===== src/rtl/fmc_i2c_pkg.sv =====
// Shared types and constants for the FMC424 I2C init sequencer.
package fmc_i2c_pkg;

   typedef enum logic [1:0] {
      OP_WRITE = 2'b00,
      OP_DELAY = 2'b01,
      OP_END   = 2'b11
   } op_e;

   typedef struct packed {
      op_e        op;
      logic [6:0] dev;
      logic [7:0] rga;
      logic [7:0] data;
   } cmd_entry_t;

   typedef enum logic [2:0] {
      IDLE,
      FETCH,
      ISSUE,
      WAIT_DONE,
      BACKOFF,
      DELAY,
      FINISH,
      FAIL
   } seq_state_e;

   localparam logic [6:0] CLPD_ADDR     = 7'b0111110;
   localparam logic [7:0] CLPD_CTRL_REG = 8'h02;
   localparam logic [7:0] CLPD_LED4_ON  = 8'h01;

endpackage


===== src/rtl/fmc424_init_rom.sv =====
// Fixed FMC424 init table: LED4 on, settle delay, end.
module fmc424_init_rom
   import fmc_i2c_pkg::*;
#(
   parameter int DEPTH = 8,
   localparam int IW = (DEPTH > 1) ? $clog2(DEPTH) : 1
) (
   input  logic [IW-1:0] idx_i,
   output cmd_entry_t    entry_o
);

   always_comb begin
      entry_o = '{op: OP_END, dev: 7'd0, rga: 8'd0, data: 8'd0};
      case (idx_i)
         IW'(0): entry_o = '{op: OP_WRITE, dev: CLPD_ADDR,
                             rga: CLPD_CTRL_REG, data: CLPD_LED4_ON};
         IW'(1): entry_o = '{op: OP_DELAY, dev: 7'd0,
                             rga: 8'd0, data: 8'd10};
         default: ;
      endcase
   end

endmodule


===== src/rtl/fmc_i2c_cmd_sequencer.sv =====
// Walks the init ROM and issues one I2C register write at a time,
// retrying NACKed or timed-out attempts before reporting an error.
module fmc_i2c_cmd_sequencer
   import fmc_i2c_pkg::*;
#(
   parameter int DEPTH      = 8,
   parameter int MAX_RETRY  = 3,
   parameter int RETRY_GAP  = 1000,
   parameter int TIMEOUT    = 100000,
   parameter int DELAY_TICK = 100,
   localparam int IW = (DEPTH > 1) ? $clog2(DEPTH) : 1
) (
   input  logic          CLK,
   input  logic          rst,
   input  logic          start,
   output logic          tx_valid,
   input  logic          tx_ready,
   output logic [6:0]    tx_dev_addr,
   output logic [7:0]    tx_reg_addr,
   output logic [7:0]    tx_data,
   input  logic          rx_done,
   input  logic          rx_nack,
   output logic          busy,
   output logic          done,
   output logic          error,
   output logic [IW-1:0] err_index
);

   localparam int TW = $clog2(TIMEOUT + 1);
   localparam int RW = $clog2(MAX_RETRY + 2);
   localparam int GW = $clog2(RETRY_GAP + 1);
   localparam int PW = $clog2(DELAY_TICK + 1);

   seq_state_e    state_q, state_d;
   logic [IW-1:0] idx_q, idx_d;
   logic [RW-1:0] retry_q, retry_d;
   logic [TW-1:0] tcnt_q, tcnt_d;
   logic [GW-1:0] gcnt_q, gcnt_d;
   logic [15:0]   dcnt_q, dcnt_d;
   logic [PW-1:0] pcnt_q, pcnt_d;
   logic          valid_q, valid_d;
   logic [6:0]    dev_q, dev_d;
   logic [7:0]    rga_q, rga_d;
   logic [7:0]    data_q, data_d;
   logic          busy_q, busy_d;
   logic          done_q, done_d;
   logic          error_q, error_d;
   logic [IW-1:0] erri_q, erri_d;
   logic          adv;
   logic          fail;
   cmd_entry_t    ent;

   fmc424_init_rom #(.DEPTH(DEPTH)) u_rom (
      .idx_i   (idx_q),
      .entry_o (ent)
   );

   always_comb begin
      state_d = state_q;
      idx_d   = idx_q;
      retry_d = retry_q;
      tcnt_d  = tcnt_q;
      gcnt_d  = gcnt_q;
      dcnt_d  = dcnt_q;
      pcnt_d  = pcnt_q;
      valid_d = valid_q;
      dev_d   = dev_q;
      rga_d   = rga_q;
      data_d  = data_q;
      busy_d  = busy_q;
      done_d  = done_q;
      error_d = error_q;
      erri_d  = erri_q;
      adv     = 1'b0;
      fail    = 1'b0;
      case (state_q)
         IDLE: begin
            if (start) begin
               busy_d  = 1'b1;
               done_d  = 1'b0;
               error_d = 1'b0;
               idx_d   = '0;
               retry_d = '0;
               state_d = FETCH;
            end
         end
         FETCH: begin
            case (ent.op)
               OP_WRITE: begin
                  dev_d   = ent.dev;
                  rga_d   = ent.rga;
                  data_d  = ent.data;
                  valid_d = 1'b1;
                  state_d = ISSUE;
               end
               OP_DELAY: begin
                  dcnt_d  = {ent.rga, ent.data};
                  pcnt_d  = '0;
                  state_d = DELAY;
               end
               default: state_d = FINISH;
            endcase
         end
         ISSUE: begin
            if (valid_q && tx_ready) begin
               valid_d = 1'b0;
               tcnt_d  = '0;
               state_d = WAIT_DONE;
            end
         end
         WAIT_DONE: begin
            if (rx_done && !rx_nack) begin
               retry_d = '0;
               adv     = 1'b1;
            end else if (rx_done || tcnt_q == TW'(TIMEOUT - 1)) begin
               fail = 1'b1;
            end else if (tcnt_q != '1) begin
               tcnt_d = tcnt_q + 1'b1;
            end
         end
         BACKOFF: begin
            if (gcnt_q == GW'(RETRY_GAP - 1)) begin
               valid_d = 1'b1;
               state_d = ISSUE;
            end else begin
               gcnt_d = gcnt_q + 1'b1;
            end
         end
         DELAY: begin
            // finish on the last prescaler tick so count N takes N*TICK cycles
            if (dcnt_q == 16'd0) begin
               adv = 1'b1;
            end else if (pcnt_q == PW'(DELAY_TICK - 1)) begin
               pcnt_d = '0;
               dcnt_d = dcnt_q - 16'd1;
               if (dcnt_q == 16'd1) adv = 1'b1;
            end else begin
               pcnt_d = pcnt_q + 1'b1;
            end
         end
         FINISH: begin
            done_d  = 1'b1;
            busy_d  = 1'b0;
            state_d = IDLE;
         end
         FAIL: begin
            error_d = 1'b1;
            erri_d  = idx_q;
            busy_d  = 1'b0;
            state_d = IDLE;
         end
         default: state_d = IDLE;
      endcase
      if (adv) begin
         if (idx_q == IW'(DEPTH - 1)) begin
            state_d = FINISH;
         end else begin
            idx_d   = idx_q + 1'b1;
            state_d = FETCH;
         end
      end
      if (fail) begin
         if (retry_q < RW'(MAX_RETRY)) begin
            retry_d = retry_q + 1'b1;
            gcnt_d  = '0;
            state_d = BACKOFF;
         end else begin
            state_d = FAIL;
         end
      end
   end

   always_ff @(posedge CLK) begin
      if (!rst) begin
         state_q <= IDLE;
         idx_q   <= '0;
         retry_q <= '0;
         tcnt_q  <= '0;
         gcnt_q  <= '0;
         dcnt_q  <= '0;
         pcnt_q  <= '0;
         valid_q <= 1'b0;
         dev_q   <= '0;
         rga_q   <= '0;
         data_q  <= '0;
         busy_q  <= 1'b0;
         done_q  <= 1'b0;
         error_q <= 1'b0;
         erri_q  <= '0;
      end else begin
         state_q <= state_d;
         idx_q   <= idx_d;
         retry_q <= retry_d;
         tcnt_q  <= tcnt_d;
         gcnt_q  <= gcnt_d;
         dcnt_q  <= dcnt_d;
         pcnt_q  <= pcnt_d;
         valid_q <= valid_d;
         dev_q   <= dev_d;
         rga_q   <= rga_d;
         data_q  <= data_d;
         busy_q  <= busy_d;
         done_q  <= done_d;
         error_q <= error_d;
         erri_q  <= erri_d;
      end
   end

   assign tx_valid    = valid_q;
   assign tx_dev_addr = dev_q;
   assign tx_reg_addr = rga_q;
   assign tx_data     = data_q;
   assign busy        = busy_q;
   assign done        = done_q;
   assign error       = error_q;
   assign err_index   = erri_q;

endmodule


===== config.mk =====
export PLATFORM = sky130hd
export DESIGN_NAME = fmc_i2c_cmd_sequencer
export DESIGN_NICKNAME = d
export VERILOG_FILES = /design/src/rtl/fmc_i2c_pkg.sv /design/src/rtl/fmc424_init_rom.sv /design/src/rtl/fmc_i2c_cmd_sequencer.sv
export SDC_FILE = /design/constraint.sdc
export NUM_CORES = 1
export LEC_CHECK = 0
export CORE_MARGIN = 10
export CORE_UTILIZATION = 45
export CTS_CLUSTER_DIAMETER = 100
export CTS_CLUSTER_SIZE = 30
export DETAILED_ROUTE_END_ITERATION = 7
export PLACE_DENSITY = 0.62
export SKIP_CTS_REPAIR_TIMING = 1
export SLEW_MARGIN = 20
export SYNTH_ARGS = -nofsm -noshare
export SYNTH_HDL_FRONTEND = slang
export SYNTH_HIERARCHICAL = 1
export SYNTH_SLANG_ARGS = --single-unit

===== constraint.sdc =====
create_clock -name CLK -period 7.7 [get_ports CLK]
set_clock_uncertainty 0.05 [all_clocks]
set_input_delay 1.54 -clock CLK [delete_from_list [all_inputs] [get_ports CLK]]
set_output_delay 1.54 -clock CLK [all_outputs]
set_load 0.005 [all_outputs]

==> Yosys cells after proc, flatten, opt, wreduce, memory -nomap -nowiden <==
Cells that the tools add are included.
{ "totals": {"word_cells": 128, "out_inout_bits": 30, "regBits": 89} }
{ "op_classes": {"add_sub_neg": 6, "order_cmp": 1, "mux": 53, "reduce_logical": 25, "n_eq_ne": 28} }
{ "ops": {"columns": ["cell", "n"], "rows": [
  ["$mux 17", 4],
  ["$pmux 25 s2", 1],
  ["$mux 16", 3],
  ["$mux 3", 14],
  ["$mux 10", 4],
  ["$pmux 17 s2", 1],
  ["$pmux 16 s2", 1],
  ["$mux 7", 3],
  ["$ne 2x2->1 const B", 10],
  ["$add 17x1->17 const B", 1],
  ["$eq 17x17->1 const B", 1],
  ["$ne 17x17->1 const B", 1],
  ["$eq 16x1->1 const B", 1],
  ["$logic_not 16->1", 1],
  ["$sub 16x1->16 const B", 1],
  ["$eq 3x3->1 const B", 5],
  ["$pmux 3 s5", 1],
  ["$pmux 7 s2", 1],
  ["$mux 1", 12],
  ["$ne 4x4->1 const B", 3],
  ["$pmux 3 s2", 2],
  ["$reduce_and 4->1", 3],
  ["$add 10x1->10 const B", 1],
  ["$eq 10x10->1 const B", 1],
  ["other kinds (22)", 37]
]} }

==> Logic depth before layout (Yosys ltp) <==
Gate-level depths: netlist of the first run.
{ "logic_depth": {"ltp_word": 7, "ltp_mapped": 11, "ltp_nobuf": 10} }

==> Cells and area by module <==
Netlist of the first run, hierarchy kept.
{ "by_module_without_submodules": {"columns": ["mod", "cells_per_inst", "area_each_um2", "n_inst", "seq_area_each_um2"], "rows": [
  ["fmc_i2c_cmd_sequencer", 590, 4659.5, 1, 1781.7],
  ["fmc424_init_rom", 26, 186.4, 1, 0.0]
]} }

==> Worst setup path after synthesis of the first run <==
Ideal clock, no wire load.
{ "synth_path": {"path_kind": "input port to flip-flop", "start": "in rx_done", "end": "reg tcnt_q[6]", "path_slack_ps": 4608, "t_arrival_ps": 2972, "path_buffers": 1, "required_time_ps": 7580, "path_stages": 6, "path_cell_list": "or3b_1 a21oi_2 o2111ai_1 clkbuf_2 or3_2 a21oi_1"} }
{ "synth_between": {"elab_chain_cells": 3, "elab_cells_between_ends": 5, "classes_between": "2 x eq/ne; 3 x reduce/logical"} }
{ "synth_lines": {"columns": ["item", "line_no", "source"], "rows": [
  ["from (decl)", "fmc_i2c_cmd_sequencer.sv:21", "input logic rx_done,"],
  ["$logic_or 1x1->1 or $logic_and 1x1->1 (tied branches)", "fmc_i2c_cmd_sequencer.sv:115, fmc_i2c_cmd_sequencer.sv:112", null],
  ["$ne 2x2->1 (no source line)", null, null],
  ["$reduce_and 5->1 (no source line) *", null, null],
  ["to (signal assigned)", "fmc_i2c_cmd_sequencer.sv:194", "tcnt_q <= tcnt_d;"],
  ["to (decl)", "fmc_i2c_cmd_sequencer.sv:37", "logic [TW-1:0] tcnt_q, tcnt_d;"]
]} }
Every way passes the cells marked *; elsewhere a longest branch is shown, timed or not.
A chain may end at the register's enable or synchronous reset.

==> Final worst setup path of the first run <==
Same ends and word-level chain as after synthesis.

==> results.txt, run 1 <==
global-route wire length before repair - 19.8 mm
Setup violations, final - 0
synthesized area - 4850 um2
most frequent cells in the layout - dfxtp_1 (89), nand2_1 (88), a21oi_1 (61), nor2_1 (44), clkdlybuf4s50_1 (35)
Worst-Margin Slew - 1.03 ns
HP Class - register to register
Root Buffer - clkbuf_8
final worst slack - 4.16 ns
DR iter-0 viols - 269
Overall Power - 1.20 mW
Total Nets Final - 636
setup TNS - 0 ns
Yosys reg bits - 89
Combinational Power Share - 0.241
Most used DFF post-synth - dfxtp_1
Slew Viols, Final - 0
total die area - 15300 um2
Final ANT Viol Nets - 0
Slowest-stage cell, CP - or3_2
Ant. Diodes - 0
vias post-DR - 4370
number of flops mapped to enable cells by yosys - 0
Filler cells - 1052
Sw Pwr - 0.369 mW
Simple-Gate Fraction of Synth Area - 0.279
minimum clock period - 3.54 ns
Port Buffers - 35
vias in the first global route - 4052
Hold Fails Final Rpt - 0
CP startpoint kind - primary input
RSZ-0062 raised after global routing - no
# rows - 37
maximum clock frequency - 283 MHz
Die H - 124 um
Largest stage delay, worst path - 0.54 ns
initial antenna violation count - 0
Synth Area in XOR/XNOR - 0.0199
PD cells - 223 nW/um2
clk sinks - 89
cell internal pwr - 0.830 mW
GR Overflow Total - 0
routed wire length per instance - 15.5 um
period utilization - 0.460
Die W - 124 um
P_leak - 1.88 nW
area delta synth->final - 10.7%
share of cells above drive strength 1 - 0.0673
DR vias/cell - 5.75
GRT Overall Usage - 0.160
cell count after synthesis - 616
Buf/Inv on CP - 1
CTS buffer count - 9
Sw Ratio - 0.308
Max rail drop VDD - 0.172 mV
commonest non-fill, non-tap cell in the layout - dfxtp_1
status - complete, no violations
Sequential Power Share - 0.460
Synth Area in Adders - 0.0258
crit path kind - primary input to register
relative slew slack - 0.300
core box area - 10400 um2
Seq/Total Area, Yosys - 0.368
combinational family with the most area after synthesis - simple AND/OR/NAND/NOR gates
post-layout util - 0.515
num ports - 36
mux cell area share after synthesis - 0.0250
DRT Wirelength - 11.8 mm
pre-CTS WS - 3.79 ns
DR pass1 iterations - 5
H-tree Lvls - 3
Crit Path Max Fanout - 12
CTS tree - done
Initial Util - 0.465
GPL Wtd Cong - 0.868
total of max-cap violations - 0
Req. time, crit path - 7.96 ns
family with the most delay on the worst path - simple AND/OR/NAND/NOR gates
CP Capture Type - register
post-synth cell types - 70
clk_lat worst skew - 0.38 ns
Synth Area in Compound Gates - 0.206
Clock Pin Slew Worst Setup and Hold Paths - 0.10 ns
Clock Path Buffers - 2
synthesized area per cell - 7.87 um2
largest net degree at the start of global routing - 39
Post-synth ARST share - 0
DRC - 0
Cell Chain, Critical Path - clkdlybuf4s50_1 > or3b_1 > a21oi_2 > o2111ai_1 > or3_2 > a21oi_1
clock network power share - 0.299
CP Data Arrival Time - 3.80 ns
dpl hpwl - 8.15 mm
Yosys warnings - 6
-- synthesized netlist by cell type, types with 2 or more instances --
master	instances	area (um2)
o21ai_1	2	10.0
nand3b_1	6	45.0
xnor2_1	4	35.0
xor2_1	7	61.3
buf_4	21	158
and4_1	3	26.3
o31ai_1	9	67.6
dfxtp_1	89	1780
buf_2	8	40.0
or4_1	8	60.1
nor3b_1	4	30.0
inv_1	10	37.5
a31oi_1	6	37.5
a32oi_1	2	17.5
nor4_1	3	18.8
buf_1	2	7.51
or3b_2	2	17.5
and2_1	5	31.3
a21oi_1	61	305
o211ai_1	10	75.1
and3_1	9	56.3
nand2b_1	8	50.1
nand2_1	88	330
or3_1	10	62.6
o311ai_0	9	78.8
ha_1	10	125
nor2_1	44	165
o2111ai_1	2	17.5
a21o_1	2	15.0
nand4_1	11	68.8
mux2i_1	11	110
clkbuf_1	28	105
nor3_1	20	100
a22oi_1	2	15.0
nand3_1	22	110
nand4b_1	3	26.3
o21a_1	5	37.5
and3b_1	2	17.5
o32ai_1	5	43.8
a211oi_1	4	30.0
and4_2	2	20.0
o21ai_0	29	145
-- worst reg2reg max path: cells and delay by family, from the launching register on --
family / cells / cell delay, ns
AO/OA/AOI/OAI: 1 / 0.32
flip-flops: 1 / 0.74
multiplexers: 1 / 0.93
AND/OR/NAND/NOR: 2 / 1.43
-- layout make-up --
cell class                 count  area [um2]  share of cell area
clock inverter                 5        80.1              0.0149
inverter                      10        37.5             0.00700
clock buffer                  10         138              0.0257
tap                          136         170              0.0317
multi-input combinational    469        2760               0.515
timing repair buffer          41         395              0.0737
sequential                    89        1780               0.332
-- power groups by stage --
stage               Sequential (mW)  Combinational (mW)  Clock (mW)
CTS                           0.551               0.294       0.371
finish                        0.551               0.290       0.358
floorplan                     0.539               0.200           0
global placement              0.559               0.286           0
detailed placement            0.562               0.292           0
global route                  0.560               0.329       0.388
-- cell families after synthesis --
logic type	count (synthesis)
AOI/OAI and AO/OA	159
xor gates and xnor gates	11
adders and majority gates	10
buffers and inverters	71
DFF	89
muxes	12
other	1
and+or+nand+nor	263
-- flip-flops by register name (all words and copies together), names as in the netlist --
name and cells:
tcnt_q 17, dcnt_q 16, gcnt_q 10, tx_data 8, tx_reg_addr 8, pcnt_q 7, tx_dev_addr 7, err_index 3
idx_q 3, retry_q 3, state_q 3, busy 1, done 1, error 1, tx_valid 1
-- metal layers --
metal	vias to the layer above	share of wire	track usage
li1	2214	-	-
met1	2050	0.48	0.203
met2	96	0.44	0.248
met3	10	0.058	0.0443
met4	0	0.016	0.0677
met5	-	0	0
-- per-stage QoR --
step | cells | hold WS (ns) | cell area (um2)
3_5_place_dp | 745 | 0.398 | 5150
3_3_place_gp | 745 | 0.393 | 5140
2_1_floorplan | 629 | 0.394 | 4890
4_1_cts | 760 | 0.410 | 5370
6_report | 760 | 0.410 | 5370
5_1_grt | 760 | 0.430 | 5370
-- worst paths after layout --
path / startpoint / end / slack (ns) / cells after the start
max: rx_done / tcnt_q[6] / 4.16 / 6
min reg2reg: busy / busy / 0.41 / 2
max reg2reg: state_q[0] / dcnt_q[0] / 4.17 / 4
min: busy / busy / 0.41 / 2
(Power assumes the default switching activity.)
==> run 2, diff against run 1 <==
==> constraint.sdc (replaced) <==
create_clock -name CLK -period 3.4 [get_ports CLK]
set_clock_uncertainty 0.05 [all_clocks]
set_input_delay 0.68 -clock CLK [delete_from_list [all_inputs] [get_ports CLK]]
set_output_delay 0.68 -clock CLK [all_outputs]
set_load 0.005 [all_outputs]
==> results.txt, run 2 (synthesized netlist as in run 1, its figures left out) <==
Setup violations, final - 0
routed wire length per instance - 15.8 um
final worst slack - 0.412 ns
maximum clock frequency - 335 MHz
DR vias/cell - 5.69
vias in the first global route - 4074
initial antenna violation count - 0
pre-CTS WS - 0.336 ns
GRT Overall Usage - 0.165
Filler cells - 1026
Clock Pin Slew Worst Setup and Hold Paths - 0.10 ns
period utilization - 0.879
total of max-cap violations - 0
Hold Fails Final Rpt - 0
cell internal pwr - 1.81 mW
CP Capture Type - register
Crit Path Max Fanout - 12
Total Nets Final - 643
Initial Util - 0.465
DR pass1 iterations - 5
HP Class - register to register
Slew Viols, Final - 0
post-layout util - 0.519
GR met3 Demand/Resource - 0.0511
most frequent cells in the layout - dfxtp_1 (89), nand2_1 (88), a21oi_1 (61), nor2_1 (44), clkdlybuf4s50_1 (35)
gr busiest metal - met2
global-route wire length before repair - 20.3 mm
H-tree Lvls - 3
family with the most delay on the worst path - simple AND/OR/NAND/NOR gates
setup TNS - 0 ns
# rows - 37
Sw Ratio - 0.329
area of the multi-input gates - 2750 um2
CP startpoint kind - register
Final ANT Viol Nets - 0
crit path kind - register to register
Ant. Diodes - 0
Sw Pwr - 0.887 mW
Max rail drop VDD - 0.382 mV
max FFs per register - 17
grt met1 use - 0.215
clock network power share - 0.284
Buf/Inv on CP - 0
commonest non-fill, non-tap cell in the layout - dfxtp_1
Sequential Power Share - 0.452
Port Buffers - 35
GPL Wtd Cong - 0.861
clk sinks - 89
Die H - 124 um
CTS tree - done
WHS - 0.412 ns
met2 Usage GRT - 0.242
FF+latch area - 1780 um2
core box area - 10400 um2
Clock Path Buffers - 2
CP Data Arrival Time - 3.25 ns
largest net degree at the start of global routing - 33
Cell Chain, Critical Path - and4_2 > nand4_1 > or4_1 > nor2_1 > ha_1 > or3b_1 > a21oi_2 > o2111ai_1 > or3_2 > a21oi_1
CTS buffer count - 9
RSZ-0062 raised after global routing - no
P_leak - 1.91 nW
Root Buffer - clkbuf_8
Largest stage delay, worst path - 0.54 ns
clk_lat worst skew - 0.39 ns
largest registers - tcnt_q: 17 flops, dcnt_q: 16 flops, gcnt_q: 10 flops
share of cells above drive strength 1 - 0.0759
area delta synth->final - 11.5%
dpl hpwl - 8.33 mm
Req. time, crit path - 3.67 ns
GR Overflow Total - 0
Combinational Power Share - 0.264
minimum clock period - 2.99 ns
DR iter-0 viols - 278
Worst-Margin Slew - 0.854 ns
status - complete, no violations
Slowest-stage cell, CP - or3_2
vias post-DR - 4370
total die area - 15300 um2
num ports - 36
PD cells - 499 nW/um2
Die W - 124 um
Most flops, register - tcnt_q
relative slew slack - 0.415
DRT Wirelength - 12.1 mm
DRC - 0
## run 2: changes by cell type in the layout (fill, tap and decap cells not counted)
cell	before	now
bufinv_16	2	1
mux2i_1	10	11
nor3_2	2	1
inv_6	0	3
buf_12	0	1
mux2i_2	1	0
clkbuf_8	10	9
nor3_1	18	19
buf_4	6	12
## run 2: stage by stage
stage | instances | area, um2 | total power [mW]
detailed placement | 752 | 5200 | 1.95
finish | 768 | 5400 | 2.70
global route | 768 | 5400 | 2.87
CTS | 768 | 5400 | 2.73
global placement | 752 | 5200 | 1.93
floorplan | 629 | 4890 | 1.67
## run 2: worst reg2reg max path: stages, from the launching register on
cell and delay (ns):
dfxtp_1 0.36, and4_2 0.26, nand4_1 0.13, or4_1 0.21
nor2_1 0.07, ha_1 0.17, or3b_1 0.36, a21oi_2 0.24
o2111ai_1 0.40, or3_2 0.54, a21oi_1 0.14
## run 2: worst paths after layout
| kind | from | end | slack, ns | cells after the start |
|---|---|---|---|---|
| worst max-delay path | tcnt_q[5] | tcnt_q[6] | 0.41 | 10 |
| worst min-delay path | tx_data[4] | tx_data[4] | 0.41 | 2 |
| worst max register to register | tcnt_q[5] | tcnt_q[6] | 0.41 | 10 |
| worst min register to register | tx_data[4] | tx_data[4] | 0.41 | 2 |
## run 2: metal layers
metal / share of wire / wire length (um)
met5: 0 / 0
met4: 0.018 / 217
met3: 0.066 / 798
met2: 0.43 / 5260
met1: 0.48 / 5850
## run 2: layout make-up
class                           count  area share
Inverter                           10     0.00695
Sequential cell                    89       0.330
Multi-Input combinational cell    469       0.510
Clock buffer                        9      0.0229
Timing Repair Buffer               48      0.0852
Clock inverter                      7      0.0141
Tap cell                          136      0.0315
## run 2: power by group through the flow
stage	Sequential, mW	Clock, mW	Combinational (mW)
finish	1.22	0.767	0.712
global route	1.23	0.832	0.808
CTS	1.22	0.795	0.718
detailed placement	1.24	0	0.713
global placement	1.24	0	0.699
floorplan	1.22	0	0.453
==> run 3, diff against run 2 <==
==> constraint.sdc (replaced) <==
create_clock -name CLK -period 3.8 [get_ports CLK]
set_clock_uncertainty 0.05 [all_clocks]
set_input_delay 0.76 -clock CLK [delete_from_list [all_inputs] [get_ports CLK]]
set_output_delay 0.76 -clock CLK [all_outputs]
set_load 0.005 [all_outputs]
==> results.txt, run 3 (synthesized netlist as in run 1, its figures left out) <==
CTS tree - done
Filler cells - 1016
max FFs per register - 17
total die area - 15300 um2
DR vias/cell - 5.75
CP Capture Type - register
global-route wire length before repair - 19.9 mm
Max rail drop VDD - 0.329 mV
Hold Fails Final Rpt - 0
CTS buffer count - 9
num ports - 36
CP startpoint kind - register
largest net degree at the start of global routing - 35
CP Data Arrival Time - 3.24 ns
crit path kind - register to register
Initial Util - 0.465
vias in the first global route - 4062
Clock Path Buffers - 2
Slew Viols, Final - 0
maximum clock frequency - 334 MHz
Final ANT Viol Nets - 0
initial antenna violation count - 0
H-tree Lvls - 3
Placement Cell Area - 5150 um2
Ant. Diodes - 0
clk sinks - 89
share of cells above drive strength 1 - 0.0671
total of max-cap violations - 0
FF+latch area - 1780 um2
PD cells - 431 nW/um2
HP Class - register to register
DRC - 0
Port Buffers - 35
DR pass1 iterations - 5
setup TNS - 0 ns
status - complete, no violations
# rows - 37
Root Buffer - clkbuf_8
Most flops, register - tcnt_q
Overall Power - 2.29 mW
Total Nets Final - 637
RSZ-0062 raised after global routing - no
P_leak - 1.86 nW
core box area - 10400 um2
Setup violations, final - 0
Worst-Margin Slew - 0.886 ns
commonest non-fill, non-tap cell in the layout - dfxtp_1
relative slew slack - 0.409
minimum clock period - 3.00 ns
vias post-DR - 4378
Die W - 124 um
largest registers - tcnt_q: 17 flops, dcnt_q: 16 flops, gcnt_q: 10 flops
routed wire length per instance - 15.5 um
period utilization - 0.788
DRT Wirelength - 11.8 mm
area delta synth->final - 9.71%
Crit Path Max Fanout - 12
DR iter-0 viols - 357
area of the multi-input gates - 2750 um2
GRT Overall Usage - 0.160
cell area after layout - 5320 um2
Die H - 124 um
GR Overflow Total - 0
GPL Wtd Cong - 0.834
dpl hpwl - 8.14 mm
most frequent cells in the layout - dfxtp_1 (89), nand2_1 (88), a21oi_1 (61), nor2_1 (44), clkdlybuf4s50_1 (35)
Req. time, crit path - 4.05 ns
Clock Pin Slew Worst Setup and Hold Paths - 0.09 ns
clk_lat worst skew - 0.38 ns
[run 3: cell count changes in the layout (fill, tap and decap cells not counted)]
| cell | before | now |
|---|---|---|
| clkinvlp_4 | 2 | 3 |
| buf_4 | 12 | 7 |
| inv_6 | 3 | 1 |
| clkinv_2 | 1 | 3 |
| bufinv_16 | 1 | 0 |
| buf_12 | 1 | 0 |
[run 3: cell type report]
type	count	area share
Inverter	10	0.00706
Multi-Input combinational cell	469	0.518
Clock buffer	9	0.0233
Sequential cell	89	0.335
Timing Repair Buffer	42	0.0758
Tap cell	136	0.0320
Clock inverter	7	0.00871
[run 3: metrics by stage]
stage          worst slack, ns   util  instances  hold WS (ns)
2_1_floorplan             1.24      -        629         0.394
3_3_place_gp             0.721  0.494        746         0.393
3_5_place_dp             0.664  0.494        746         0.399
4_1_cts                  0.838  0.510        762         0.413
5_1_grt                  0.537  0.510        762         0.434
6_report                 0.805  0.510        762         0.408
[run 3: report_power, final]
| part | switching, mW | total, mW | internal [mW] |
|---|---|---|---|
| Clock | 0.357 | 0.593 | 0.236 |
| Sequential | 0.0946 | 1.12 | 1.02 |
| Combinational | 0.306 | 0.584 | 0.278 |
| Total | 0.757 | 2.29 | 1.53 |
[run 3: critical path: stages, from the launching register on]
cell and delay (ns):
dfxtp_1 0.36, and4_2 0.27, nand4_1 0.12, or4_1 0.20, nor2_1 0.08, ha_1 0.17, or3b_1 0.36, a21oi_2 0.24
o2111ai_1 0.38, or3_2 0.53, a21oi_1 0.16
[run 3: worst paths after layout]
| path | start | end | slack [ns] | cells after the start |
|---|---|---|---|---|
| worst max-delay path | tcnt_q[5] | tcnt_q[6] | 0.80 | 10 |
| worst min-delay path | busy | busy | 0.41 | 2 |
| worst max register to register | tcnt_q[5] | tcnt_q[6] | 0.80 | 10 |
| worst min register to register | busy | busy | 0.41 | 2 |
[run 3: metal layers]
| metal | share of wire | up-vias | global-route usage |
|---|---|---|---|
| li1 | - | 2210 | - |
| met3 | 0.077 | 17 | 0.0520 |
| met2 | 0.43 | 122 | 0.235 |
| met4 | 0.020 | 0 | 0.0742 |
| met1 | 0.48 | 2029 | 0.209 |
| met5 | 0 | - | 0 |
